`src/rtl/branch_pkg.sv`:
```
// branch_pkg: definitions shared by the branch comparator and the redirect
// unit. It holds the redirect state encoding, the reset PC default, the
// comparator operation codes and the sequential PC step.
package branch_pkg;

    typedef enum logic {
        IDLE    = 1'b0,
        PENDING = 1'b1
    } redir_state_t;

    localparam logic [31:0] BR_RESET_PC = 32'h0000_1000;

    typedef enum logic [3:0] {
        BR_NONE = 4'b0000,
        BR_EQ   = 4'b0001,
        BR_GT   = 4'b0010,
        BR_GE   = 4'b0011
    } br_op_t;

    localparam int unsigned PC_STEP = 4;

endpackage

```
`src/rtl/branch_redirect_unit_sat_counter.sv`:
```
// sat_counter: up-counter that stops at all-ones and clears on a synchronous reset.
//   clk   : rising-edge clock
//   reset : synchronous, active-high clear
//   inc   : when high, count advances by one unless it is already saturated
//   count : current count (registered)
module sat_counter #(
    parameter int unsigned W = 16
) (
    input  logic         clk,
    input  logic         reset,
    input  logic         inc,
    output logic [W-1:0] count
);

    always_ff @(posedge clk) begin
        if (reset) begin
            count <= '0;
        end else if (inc && (count != '1)) begin
            count <= count + W'(1);
        end
    end

endmodule

```
`src/rtl/branch_redirect_unit.sv`:
```
// branch_redirect_unit: owns the fetch PC. It advances the PC sequentially by
// PC_STEP and applies resolved taken-branch targets. A target that arrives
// while fetch cannot accept it is held until fetch_ready. Each accepted taken
// branch produces a one-cycle flush and is counted.
//   clk, reset        : clock and synchronous active-high reset
//   ex_valid          : execute stage presents a resolved branch
//   ex_branch         : branch taken (only meaningful with ex_valid)
//   ex_target         : branch target address
//   fetch_ready       : fetch side can accept a new PC this cycle
//   stall             : blocks sequential advance (not redirects)
//   pc                : current fetch PC
//   flush             : one-cycle squash pulse after an accepted taken branch
//   redirect_pending  : a taken target is latched and waiting for fetch_ready
//   misaligned        : one-cycle pulse when the taken target had low bits set
//   taken_count       : saturating count of accepted taken branches
module branch_redirect_unit
    import branch_pkg::*;
#(
    parameter int unsigned         XLEN     = 32,
    parameter logic [XLEN-1:0]     RESET_PC = BR_RESET_PC,
    parameter int unsigned         CNT_W    = 16
) (
    input  logic             clk,
    input  logic             reset,
    input  logic             ex_valid,
    input  logic             ex_branch,
    input  logic [XLEN-1:0]  ex_target,
    input  logic             fetch_ready,
    input  logic             stall,
    output logic [XLEN-1:0]  pc,
    output logic             flush,
    output logic             redirect_pending,
    output logic             misaligned,
    output logic [CNT_W-1:0] taken_count
);

    redir_state_t    state;
    logic [XLEN-1:0] target;
    logic [XLEN-1:0] aligned_target;
    logic            take;

    // Branches seen while PENDING are wrong-path and already covered by the flush.
    assign take           = (state == IDLE) && ex_valid && ex_branch;
    assign aligned_target = {ex_target[XLEN-1:2], 2'b00};

    always_ff @(posedge clk) begin
        if (reset) begin
            state            <= IDLE;
            pc               <= RESET_PC;
            target           <= '0;
            flush            <= 1'b0;
            misaligned       <= 1'b0;
            redirect_pending <= 1'b0;
        end else begin
            flush      <= 1'b0;
            misaligned <= 1'b0;
            case (state)
                IDLE: begin
                    if (take) begin
                        flush      <= 1'b1;
                        misaligned <= |ex_target[1:0];
                        if (fetch_ready) begin
                            pc <= aligned_target;
                        end else begin
                            target           <= aligned_target;
                            state            <= PENDING;
                            redirect_pending <= 1'b1;
                        end
                    end else if (fetch_ready && !stall) begin
                        pc <= pc + XLEN'(PC_STEP);
                    end
                end
                PENDING: begin
                    if (fetch_ready) begin
                        pc               <= target;
                        state            <= IDLE;
                        redirect_pending <= 1'b0;
                    end
                end
                default: state <= IDLE;
            endcase
        end
    end

    sat_counter #(
        .W(CNT_W)
    ) u_taken_cnt (
        .clk   (clk),
        .reset (reset),
        .inc   (take),
        .count (taken_count)
    );

endmodule

```
`config.mk`:
```
export PLATFORM = sky130hd
export DESIGN_NAME = branch_redirect_unit
export DESIGN_NICKNAME = d
export VERILOG_FILES = /design/src/rtl/branch_pkg.sv /design/src/rtl/branch_redirect_unit_sat_counter.sv /design/src/rtl/branch_redirect_unit.sv
export SDC_FILE = /design/constraint.sdc
export NUM_CORES = 1
export LEC_CHECK = 0
export CAP_MARGIN = 25
export CELL_PAD_IN_SITES_DETAIL_PLACEMENT = 1
export CELL_PAD_IN_SITES_GLOBAL_PLACEMENT = 1
export CORE_UTILIZATION = 40
export CTS_BUF_LIST = sky130_fd_sc_hd__clkbuf_16
export CTS_CLUSTER_DIAMETER = 120
export DETAILED_ROUTE_END_ITERATION = 8
export GPL_TIMING_DRIVEN = 0
export PLACE_DENSITY = 0.9
export SLEW_MARGIN = 20
export SYNTH_ARGS = -nofsm -noshare
export SYNTH_HDL_FRONTEND = slang
export SYNTH_SLANG_ARGS = --single-unit
```
`constraint.sdc`:
```
create_clock -name clk -period 3.7 [get_ports clk]
set_input_delay 0.74 -clock clk [delete_from_list [all_inputs] [get_ports clk]]
set_output_delay 0.74 -clock clk [all_outputs]
set_load 0.02 [all_outputs]
```
==> flow_summary.yaml, run 1 <==
global_route:
  grt-ovfl-total: 0
  grt_first_pass_wirelength_um: 26500
  grt_antenna_before_repair: 0
  grt_max_degree: 15
  grt_use_total: 0.312
  grt_pass1_vias: 5046
clocking:
  clk_latency_ps: 350
  cts.sinks: 80
  cts.repair.resized: 0
  cts_buffer_depth: 2
  hold_buffers: 0
  tritoncts: "yes"
  cts.reportedPaths.clkPinSlew_ps: 60
  cts_setup_buffers: 0
  cts_buffers: 9
  h-tree-depth: 3
  root_buffer: "clkbuf_16"
worst_setup_path:
  cp_max_fo: 10
  cp.arrival_ps: 3390
  startpoint: "ex_valid"
  r2r-start: "state"
  startpoint_type: "input pin"
  cp.required_ps: 3910
  worstSetupPathType: "in2reg"
  cp-end-kind: "flop"
timing:
  tightest_slew_ps: 1010
  setup_viol: 0
  layout_min_cycle_time_ps: 3190
  timing.final.hold_violations: 0
  period_share: 0.861
  fmax_mhz: 314
  slew_violations: 0
  relSlewSlack: 0.325
  skew_ps: 5.98
  tns_ps: 0
  setup_ws_ps: 513
  rsz0062_at_grt: "no"
final_layout:
  final_nets: 689
  multi_input_area_mm2: 0.00238
  areaGrowthSynthToFinish_pct: 31.1
  drive_gt1_frac: 0.0413
  regArea_mm2: 0.00160
  antenna_cells: 0
  fill_cells: 1246
die:
  dieWidth_um: 104
  initial_core_util: 0.421
  io_pins: 89
  num_rows: 36
  die_height_um: 104
  coreArea_mm2: 0.00995
  dieArea_mm2: 0.0109
routing:
  drtIter0Drc: 354
  avgRoutedWirePerCell_um: 21.6
  wl_um: 17000
  firstDrtPassIters: 5
  ant_nets: 0
  vias: 5003
  routed_via_density: 6.36
  drcViolationCount: 0
pwr:
  cellLeakagePower_nw: 1.78
  vdd_drop_max_mv: 0.203
  power_density_mw_per_mm2: 388
yosys:
  async_reset_ff_frac: 0
  ys_types: 60
  synth_warnings: 0
  synth_cells: 551
  synthFlopType: "dfxtp_1"
  avgSynthCellArea_um2: 7.60
  synth_edf_count: 0
  seq_area_frac_synth: 0.383
  synth_seq_cells: 80
  synth_area_mm2: 0.00419
placed_design:
  pre_cts_ws_ps: 337
  finalWeightedCongestion: 0.901
  dp_hpwl_um: 12200
  portBuffers: 86
status:
  status: "completed"
hold_path:
  hold_class: "reg2reg"
  worstHoldStart: "target[26]"
run:
  max_cap_viol_count: 0
==> cell usage after synthesis (9+ instances only) <==
library cell | instances | area share
a221o_1 | 10 | 0.024
nand3_1 | 20 | 0.024
nor2_1 | 42 | 0.038
xnor2_1 | 11 | 0.023
nand4_1 | 11 | 0.016
o211ai_1 | 11 | 0.020
dfxtp_1 | 80 | 0.38
clkbuf_1 | 30 | 0.027
nor3_1 | 13 | 0.016
o21ai_0 | 26 | 0.031
and3_1 | 9 | 0.013
inv_1 | 13 | 0.012
nand2_1 | 108 | 0.097
a31oi_1 | 10 | 0.015
a21oi_1 | 58 | 0.069
==> area by class of cell <==
class,instances,area share
multi-input cells,421,0.434
clock inverters,7,0.00843
inverters,14,0.00957
repair buffers,86,0.157
clock buffers,9,0.0410
plain buffers,37,0.0283
flip-flops and latches,80,0.292
well taps,133,0.0303
==> worst max-delay path, stage by stage <==
cell and delay, ps:
clkdlybuf4s50_1 580, a21oi_1 210, a21boi_1 740, clkbuf_1 550
o21ai_0 290, a32oi_1 210, nor2_1 60
==> path summary, 6_finish.rpt <==
kind / to / depth (start not counted) / slack (ps)
max reg2reg: pc[4] / 6 / 1150
min: target[26] / 2 / 460
min reg2reg: target[26] / 2 / 460
max: pc[4] / 7 / 510
==> cells by family after synthesis <==
kind of cell / after synthesis / synth area share
and+or+nand+nor: 234 / 0.269
adders and majority gates: 2 / 0.00598
xor gates and xnor gates: 12 / 0.0251
buffers and inverters: 51 / 0.0496
other: 1 / 0.000896
AOI/OAI and AO/OA: 166 / 0.255
DFF: 80 / 0.383
muxes: 5 / 0.0126
==> placed cells by master (no fill, tap or decap), types with 6 or more instances in the layout <==
master and n:
dfxtp_1 80, clkdlybuf4s50_1 86, and3_1 9, inv_1 13
nor2_1 42, o311ai_1 6, nand3_1 20, xnor2_1 11
clkbuf_1 30, nand2_1 108, clkbuf_16 9, o22ai_1 7
o211ai_1 11, o21ai_0 26, a221o_1 10, a31oi_1 10
nand4_1 11, nor3_1 13, a21oi_1 58
==> per-stage QoR <==
stage	util	cells	hold slack [ps]	power, mW	area (µm²)
4_1_cts	0.551	787	460	2.11	5490
2_1_floorplan	-	552	431	1.11	4190
6_report	0.551	787	461	2.13	5490
3_5_place_dp	0.524	771	452	1.28	5220
5_1_grt	0.551	787	471	2.18	5490
3_3_place_gp	0.524	771	440	1.27	5220
==> registers in the layout, indices dropped and copies added (netlist names) <==
name	flops
state	1
u_taken_cnt.count	16
flush	1
target	30
redirect_pending	1
pc	30
misaligned	1
==> power by group <==
group,internal [mW],total (mW),switching [mW]
logic,0.137,0.336,0.199
clock network,0.454,0.850,0.396
registers,0.897,0.941,0.0447
==> metal layers <==
metal | global-route usage | vias up | part of all wire
met5 | 0 | - | 0
met4 | 0.164 | 0 | 0.037
met3 | 0.0702 | 64 | 0.073
met2 | 0.536 | 281 | 0.50
met1 | 0.358 | 2450 | 0.39
li1 | - | 2208 | -
Note: power is estimated with default switching activity, not from simulation.
==> inputs of run 2 (changes only) <==
Settings changed: ABC_CLOCK_PERIOD_IN_PS set to 3700.
==> results of run 2 <==
Final layout, timing and power as in run 1 (identical DEF).
